<file path="src/rtl/shift_reg_pkg.sv">
// Shared types for the shift-register family (PISO serializer and SIPO deserializer).
package shift_reg_pkg;

  localparam int DEFAULT_WIDTH = 4;

  typedef enum logic [1:0] {
    IDLE   = 2'd0,
    SHIFT  = 2'd1,
    PARITY = 2'd2
  } piso_state_e;

endpackage

</file>
<file path="src/rtl/piso_shift_register_if.sv">
// Load handshake plus serial output bundle of the PISO serializer.
interface piso_shift_register_if
  import shift_reg_pkg::*;
#(
  parameter int WIDTH = DEFAULT_WIDTH
);

  logic [WIDTH-1:0] parallel_in;
  logic             load_valid;
  logic             load_ready;
  logic             serial_out;
  logic             serial_valid;
  logic             frame_last;
  logic             busy;

  modport master (
    output parallel_in, load_valid,
    input  load_ready, serial_out, serial_valid, frame_last, busy
  );

  modport slave (
    input  parallel_in, load_valid,
    output load_ready, serial_out, serial_valid, frame_last, busy
  );

endinterface

</file>
<file path="src/rtl/piso_bit_counter.sv">
// Loadable down-counter with zero flag; load wins over decrement, saturates at zero.
// Registered count, zero flag is combinational from the count; no backpressure.
module piso_bit_counter #(
  parameter int CW = 2
) (
  input  logic          clk,
  input  logic          reset,
  input  logic          load,
  input  logic [CW-1:0] load_val,
  input  logic          dec,
  output logic          zero
);

  logic [CW-1:0] cnt_q;
  logic [CW-1:0] cnt_d;

  assign zero = (cnt_q == '0);

  always_comb begin
    cnt_d = cnt_q;
    if (load) begin
      cnt_d = load_val;
    end else if (dec && !zero) begin
      cnt_d = cnt_q - 1'b1;
    end
  end

  always_ff @(posedge clk) begin
    if (!reset) begin
      cnt_q <= '0;
    end else begin
      cnt_q <= cnt_d;
    end
  end

endmodule

</file>
<file path="src/rtl/piso_shift_register.sv">
// MSB-first serializer, MSB one cycle after accept; optional even-parity bit via PISO_PARITY_EN.
// load_ready only in IDLE or frame_last cycle, so back-to-back frames stream with no gap.
module piso_shift_register
  import shift_reg_pkg::*;
#(
  parameter int WIDTH = DEFAULT_WIDTH
) (
  input logic                  clk,
  input logic                  reset,
  piso_shift_register_if.slave bus
);

  localparam int CW = $clog2(WIDTH);

  piso_state_e      state_q, state_d;
  logic [WIDTH-1:0] shreg_q, shreg_d;
  logic             serial_out_q, serial_out_d;
  logic             accept;
  logic             cnt_zero;
`ifdef PISO_PARITY_EN
  logic             parity_q, parity_d;
`endif

`ifdef PISO_PARITY_EN
  assign bus.frame_last = (state_q == PARITY);
`else
  assign bus.frame_last = (state_q == SHIFT) && cnt_zero;
`endif
  assign bus.load_ready   = (state_q == IDLE) || bus.frame_last;
  assign bus.serial_valid = (state_q != IDLE);
  assign bus.busy         = (state_q != IDLE);
  assign bus.serial_out   = serial_out_q;
  assign accept           = bus.load_valid && bus.load_ready;

  piso_bit_counter #(.CW(CW)) u_bit_counter (
    .clk      (clk),
    .reset    (reset),
    .load     (accept),
    .load_val (CW'(WIDTH - 1)),
    .dec      (state_q == SHIFT),
    .zero     (cnt_zero)
  );

  always_comb begin
    state_d      = state_q;
    shreg_d      = shreg_q;
    serial_out_d = serial_out_q;
`ifdef PISO_PARITY_EN
    parity_d     = parity_q;
`endif
    case (state_q)
      SHIFT: begin
        if (!cnt_zero) begin
          serial_out_d = shreg_q[WIDTH-1];
          shreg_d      = shreg_q << 1;
        end else begin
`ifdef PISO_PARITY_EN
          state_d      = PARITY;
          serial_out_d = parity_q;
`else
          state_d      = IDLE;
          serial_out_d = 1'b0;
`endif
        end
      end
`ifdef PISO_PARITY_EN
      PARITY: begin
        state_d      = IDLE;
        serial_out_d = 1'b0;
      end
`endif
      default: state_d = IDLE;
    endcase
    // An accept in the frame_last cycle overrides the wind-down above.
    if (accept) begin
      state_d      = SHIFT;
      serial_out_d = bus.parallel_in[WIDTH-1];
      shreg_d      = bus.parallel_in << 1;
`ifdef PISO_PARITY_EN
      parity_d     = ^bus.parallel_in;
`endif
    end
  end

  always_ff @(posedge clk) begin
    if (!reset) begin
      state_q      <= IDLE;
      shreg_q      <= '0;
      serial_out_q <= 1'b0;
`ifdef PISO_PARITY_EN
      parity_q     <= 1'b0;
`endif
    end else begin
      state_q      <= state_d;
      shreg_q      <= shreg_d;
      serial_out_q <= serial_out_d;
`ifdef PISO_PARITY_EN
      parity_q     <= parity_d;
`endif
    end
  end

endmodule

</file>
<file path="src/flat_wrapper.sv">
// flat-port wrapper written by rule: the top's interface ports become plain ports
module piso_shift_register_flat import shift_reg_pkg::*;
#(
  parameter int WIDTH = DEFAULT_WIDTH
)
  (clk, reset, bus_parallel_in, bus_load_valid, bus_load_ready, bus_serial_out, bus_serial_valid, bus_frame_last, bus_busy);
  piso_shift_register_if #(.WIDTH(WIDTH)) bus_i ();
  input logic clk;
  input logic reset;
  input wire logic [$bits(bus_i.parallel_in)-1:0] bus_parallel_in;
  input wire logic [$bits(bus_i.load_valid)-1:0] bus_load_valid;
  output wire logic [$bits(bus_i.load_ready)-1:0] bus_load_ready;
  output wire logic [$bits(bus_i.serial_out)-1:0] bus_serial_out;
  output wire logic [$bits(bus_i.serial_valid)-1:0] bus_serial_valid;
  output wire logic [$bits(bus_i.frame_last)-1:0] bus_frame_last;
  output wire logic [$bits(bus_i.busy)-1:0] bus_busy;
  assign bus_i.parallel_in = bus_parallel_in;
  assign bus_i.load_valid = bus_load_valid;
  assign bus_load_ready = bus_i.load_ready;
  assign bus_serial_out = bus_i.serial_out;
  assign bus_serial_valid = bus_i.serial_valid;
  assign bus_frame_last = bus_i.frame_last;
  assign bus_busy = bus_i.busy;
  piso_shift_register #(.WIDTH(WIDTH)) u_core (.clk(clk), .reset(reset), .bus(bus_i));
endmodule
</file>
<file path="config.mk">
export PLATFORM = sky130hd
export DESIGN_NAME = piso_shift_register_flat
export DESIGN_NICKNAME = d
export VERILOG_FILES = /design/src/rtl/shift_reg_pkg.sv /design/src/rtl/piso_shift_register_if.sv /design/src/rtl/piso_bit_counter.sv /design/src/rtl/piso_shift_register.sv /design/src/flat_wrapper.sv
export SDC_FILE = /design/constraint.sdc
export NUM_CORES = 1
export LEC_CHECK = 0
export ABC_AREA = 0
export CORE_AREA = 4 4 41 43
export CTS_CLUSTER_DIAMETER = 30
export DETAILED_ROUTE_END_ITERATION = 12
export DIE_AREA = 0 0 45 47
export PLACE_DENSITY = 0.5
export SLEW_MARGIN = 20
export SYNTH_ARGS = -nofsm -noshare
export SYNTH_HDL_FRONTEND = slang
export SYNTH_HIERARCHICAL = 1
export SYNTH_SLANG_ARGS = --single-unit
export TNS_END_PERCENT = 10
</file>
<file path="constraint.sdc">
create_clock -name clk -period 1.6 [get_ports clk]
set_input_delay 0.32 -clock clk [delete_from_list [all_inputs] [get_ports clk]]
set_output_delay 0.32 -clock clk [all_outputs]
set_load 0.005 [all_outputs]
</file>
## Word-level counts from Yosys, hierarchy flattened

Cells that the tools add are included.

| storage, ports and cells | value |
|---|---|
| word-level logic and storage cells | 28 |
| register bits after elaboration | 7 |
| latch bits | 0 |
| RAM bits | 0 |
| bits in read-only memories | 0 |
| memories | 0 |

| cells by class | value |
|---|---|
| muxes and demuxes | 11 |
| multipliers | 0 |
| equal/unequal tests | 2 |
| reductions and logical operators | 10 |
| add/subtract/negate cells | 1 |
| magnitude comparators | 0 |
| divide/modulo/power cells | 0 |
| bitwise operators | 0 |
| shift operators | 0 |

Operators by type and width:

| cell | number |
|---|---|
| two-way mux 4 bit | 3 |
| two-way mux 1 bit | 6 |
| logical NOT 2 bit | 2 |
| two-way mux 2 bit | 2 |
| nonzero test 2 bit | 2 |
| logical AND 1 bit | 3 |
| inequality test 3 x 1 -> 1 bit (second input constant) | 1 |
| inequality test 2 x 1 -> 1 bit (second input constant) | 1 |
| AND reduction 2 bit | 1 |
| subtractor 2 x 1 -> 2 bit (second input constant) | 1 |
| logical NOT 1 bit | 1 |
| logical OR 1 bit | 1 |

## Depth between registers and ports, before layout

| depth | value |
|---|---|
| depth in word-level cells | 6 |
| gate-level depth with buffers | 8 |

## Modules after synthesis

The synthesis kept the hierarchy.

By module, submodules not included:

| module | area each (sq um) | sequential area each (sq um) | cells each | times used |
|---|---|---|---|---|
| piso_shift_register | 250.2 | 100.1 | 27 | 1 |
| piso_bit_counter | 122.6 | 40.0 | 14 | 1 |

## Worst setup path after synthesis

Ideal clock, no wire load.

| timing | value |
|---|---|
| path type | reg2reg |
| start point | reg u_core.u_bit_counter.cnt_q[0] |
| end point | reg u_core.u_bit_counter.cnt_q[1] |
| library setup time | 0.070 ns |
| cell stages (with the launch flop) | 9 |
| data arrival time | 1.381 ns |
| buffers on the path | 0 |
| clock period less this slack | 1.451 ns |
| slack | 0.149 ns |
| path through | dfxtp_1 -> inv_1 -> ha_1 -> and2b_1 -> inv_2 -> and2_2 -> inv_1 -> o211ai_1 -> a21boi_1 |

| between the ends | value |
|---|---|
| longest elaborated chain between the ends | 5 |
| elaborated cells between the ends (all ways) | 10 |
| those cells by class | add/sub: 1; mux: 2; reduce/logical: 7 |

RTL lines:

| element | RTL line | RTL |
|---|---|---|
| start: declaration | piso_bit_counter.sv:14 | `logic [CW-1:0] cnt_q;` |
| start signal: assignment | piso_bit_counter.sv:32 | `cnt_q <= cnt_d;` |
| logical NOT 2 bit * | piso_bit_counter.sv:17 | `assign zero = (cnt_q == '0);` |
| via u_core.cnt_zero | piso_shift_register.sv:19 | `logic cnt_zero;` |
| logical AND 1 bit * | piso_shift_register.sv:27 | `assign bus.frame_last = (state_q == SHIFT) && cnt_zero;` |
| logical OR 1 bit * | piso_shift_register.sv:29 | `assign bus.load_ready = (state_q == IDLE) \|\| bus.frame_last;` |
| via bus_load_ready | flat_wrapper.sv:12 | `output wire logic [$bits(bus_i.load_ready)-1:0] bus_load_ready;` |
| logical AND 1 bit * | piso_shift_register.sv:33 | `assign accept = bus.load_valid && bus.load_ready;` |
| via u_core.accept | piso_shift_register.sv:18 | `logic accept;` |
| two-way mux 2 bit or nonzero test 2 bit (tied branches) | - |  |

Mark *: on every way through the listed nets, which the timed path passes. The rest lies on a longest branch. The select of a mux whose other input is x is not followed.
A chain may end at the register's enable or synchronous reset.

## Worst setup path in the final report

| timing | value |
|---|---|
| start point | reg u_core.u_bit_counter.cnt_q[0] |
| end point | out bus_frame_last |

| between the ends | value |
|---|---|
| longest elaborated chain between the ends | 2 |

RTL lines:

| element | RTL line | RTL |
|---|---|---|
| logical NOT 2 bit | piso_bit_counter.sv:17 |  |
| via u_core.cnt_zero | piso_shift_register.sv:19 |  |
| logical AND 1 bit | piso_shift_register.sv:27 |  |
| end: declaration | flat_wrapper.sv:15 | `output wire logic [$bits(bus_i.frame_last)-1:0] bus_frame_last;` |

The timed path passes the listed nets, and every way through them passes these cells.

==> flow_metrics.py <==
metrics = {
    "status": {
        "status": "finished clean",
    },
    "routing": {
        "routed_via_density": 4.34,
        "wire_per_inst_microns": 9.67,
        "drt-total-wl_microns": 735,
        "drt_iter0_drc": 1,
        "dr.pass1.iters": 2,
        "antenna_left": 0,
        "vias": 330,
        "drc": 0,
    },
    "logic_synthesis": {
        "synth.most_common_cell": "dfxtp_1",
        "yosysUniqueCellTypes": 23,
        "synth_top_cells_by_area": "dfxtp_1 38%, mux2i_1 8.1%, o211a_1 5.4%, and2_2 4.0%, buf_4 4.0%",
        "synth_ff_type": "dfxtp_1",
        "syn_area_per_cell_sq_um": 9.09,
        "synth-edff-count": 0,
        "synthCells": 41,
        "ys_seq_area_share_pct": 37.6,
        "synth_top_area_cell": "dfxtp_1",
        "netlist_area_sq_um": 373,
        "ys_warn_count": 6,
        "ys_ff_latch": 7,
        "synth_common_cells": "7 x dfxtp_1, 4 x inv_1, 4 x nand2_1",
        "netlist.area_leader.share_pct": 37.6,
        "async_flop_share_pct": 0,
    },
    "clock_network": {
        "postCtsHoldBufs": 0,
        "cts_max_level": 1,
        "cts_tree": "built",
        "clock-root-buffer": "clkbuf_4",
        "cts-buffers-inserted": 3,
        "cts.sinks": 7,
        "path_clk_slew_ns": 0.05,
        "clock_latency_ns": 0.25,
        "clock_path_buffers": 2,
    },
    "sta": {
        "slew_violations": 0,
        "fin_ws_ns": 0.0674,
        "tns_ns": 0,
        "fmax_mhz": 652,
        "finalHoldViolCount": 0,
        "rsz0062_at_grt": "yes",
        "layout_min_cycle_time_ns": 1.53,
        "fin_crit_sh_pct": 95.8,
        "hold_slack_ns": 0.498,
        "finalSetupViolations": 0,
        "clock_skew_ns": 0.000936,
    },
    "grt": {
        "grt_max_degree": 9,
        "first_global_vias": 312,
        "grt.total_usage_pct": 8.95,
        "grt_antenna_before_repair": 0,
        "grt-ovfl-total": 0,
        "grt_pass1_wl_microns": 1280,
    },
    "final_layout": {
        "syn2layout_area_growth_pct": 50.7,
        "fin_nets": 70,
        "regArea_sq_um": 144,
        "num_antenna_cells": 0,
        "multi_input_area_sq_um": 205,
        "drive_gt1_share_pct": 29.5,
        "nFillCells": 147,
        "fin_cells": 76,
        "final_core_util_pct": 43.2,
    },
    "placement": {
        "gp_congestion": 0.616,
        "io_buffers": 11,
        "hpwl_microns": 577,
        "dp.cells": 71,
        "dp_slack_ns": 0.00908,
    },
    "setup_path": {
        "worst-path-buf-inv": 2,
        "crit_cells": 4,
        "path_cells": "inv_1 > ha_2 > and2_2 > dlygate4sd2_1",
        "cpPeakStageDelay_ns": 0.32,
        "cp.arrival_ns": 1.21,
        "end_kind": "primary output",
        "crit_slowest_cell": "dfxtp_2",
        "reg2reg_slack_ns": 0.11,
        "path_max_fanout": 3,
        "cp_top_family": "flip-flops",
        "worstSetupPathType": "reg -> out",
        "reg2reg_depth": 9,
        "critPathLaunch": "u_core/u_bit_counter/cnt_q[0]",
        "crit_required_ns": 1.28,
        "r2r_start": "u_core/u_bit_counter/cnt_q[0]",
        "critPathLaunchType": "register",
    },
    "min_path": {
        "min_path_cells": 1,
        "min_path_type": "reg -> reg",
        "hp-start": "u_core/shreg_q[2]",
    },
    "floorplan": {
        "core_area_sq_um": 1300,
        "die_y_microns": 47,
        "start_util_pct": 28.7,
        "dieArea_sq_um": 2120,
        "die_x_microns": 45,
        "row_count": 13,
        "io_pins": 12,
    },
    "power_and_ir_drop": {
        "peakVddDrop_mv": 0.434,
        "p_per_area_nw_per_um2": 845,
        "p_leak_uw": 0.000270,
    },
    "job": {
        "drv_cap": 0,
    },
}
## per-stage QoR
step / power (uW) / area (sq um)
floorplan: 263 / 377
global placement: 319 / 528
detailed placement: 318 / 528
CTS: 486 / 558
global route: 517 / 562
finish: 475 / 562
## worst register-to-register path, stage by stage (launching register included)
cell	delay [ns]
dfxtp_2	0.32
inv_1	0.04
ha_2	0.18
and2b_1	0.22
inv_2	0.04
buf_4	0.14
and2_2	0.19
inv_1	0.08
o211ai_1	0.09
a21boi_1	0.12
## where the power goes
part           switching (uW)  total, uW  leakage (uW)  internal (uW)
Clock                    65.2        160     0.0000150           95.2
Combinational            42.4        114      0.000197           71.6
Sequential               9.22        200     0.0000589            191
## cells in the final DEF (no fill, tap or decap), drive strengths merged, types with 2 or more instances in the layout
cell type,synthesis,final
a21oi,2,2
and2,2,2
buf,2,6
clkbuf,0,5
clkdlybuf4s50,0,9
conb,1,2
dfxtp,7,7
inv,5,5
mux2i,3,3
nand2,4,4
o211a,2,2
## logic make-up after synthesis
logic type	count (synthesis)	synth area share, %
mux	3	8.05
flops	7	37.6
compound gates	11	21.8
buf+inv	7	9.06
simple gates	10	16.8
fa+ha+maj	1	3.36
xor+xnor	1	2.35
other cells	1	1.01
## state kept, by name, indices dropped and copies added (netlist names)
name / cells
u_core/shreg_q: 3
u_core/state_q: 1
u_core/bus.serial_out: 1
u_core/u_bit_counter/cnt_q: 2
## area by class of cell
class | count | share of cell area [%]
clock buffer | 4 | 4.68
inverter | 5 | 3.34
multi-input combinational | 28 | 36.5
sequential | 7 | 25.6
tap | 15 | 3.34
timing repair buffer | 17 | 26.5
## final timing paths
kind	to
worst max-delay path	bus_frame_last
worst min-delay path	u_core/shreg_q[3]
worst max register to register	u_core/u_bit_counter/cnt_q[1]
worst min register to register	u_core/shreg_q[3]
## metal layers
| layer | vias up | GRT usage (%) | part of all wire, % |
|---|---|---|---|
| li1 | 174 | - | - |
| met1 | 141 | 10.3 | 44 |
| met2 | 11 | 11.9 | 44 |
| met3 | 4 | 3.07 | 7.8 |
| met4 | 0 | 10.5 | 3.4 |
| met5 | - | 0 | 0 |
## repair_timing
action,CTS,global route
gates cloned,0,0
endpoints found under the setup margin,2,4
setup buffers,0,1
gates resized for setup,6,2
pin swaps,0,1
No activity file was read; power rests on OpenSTA's default activity.
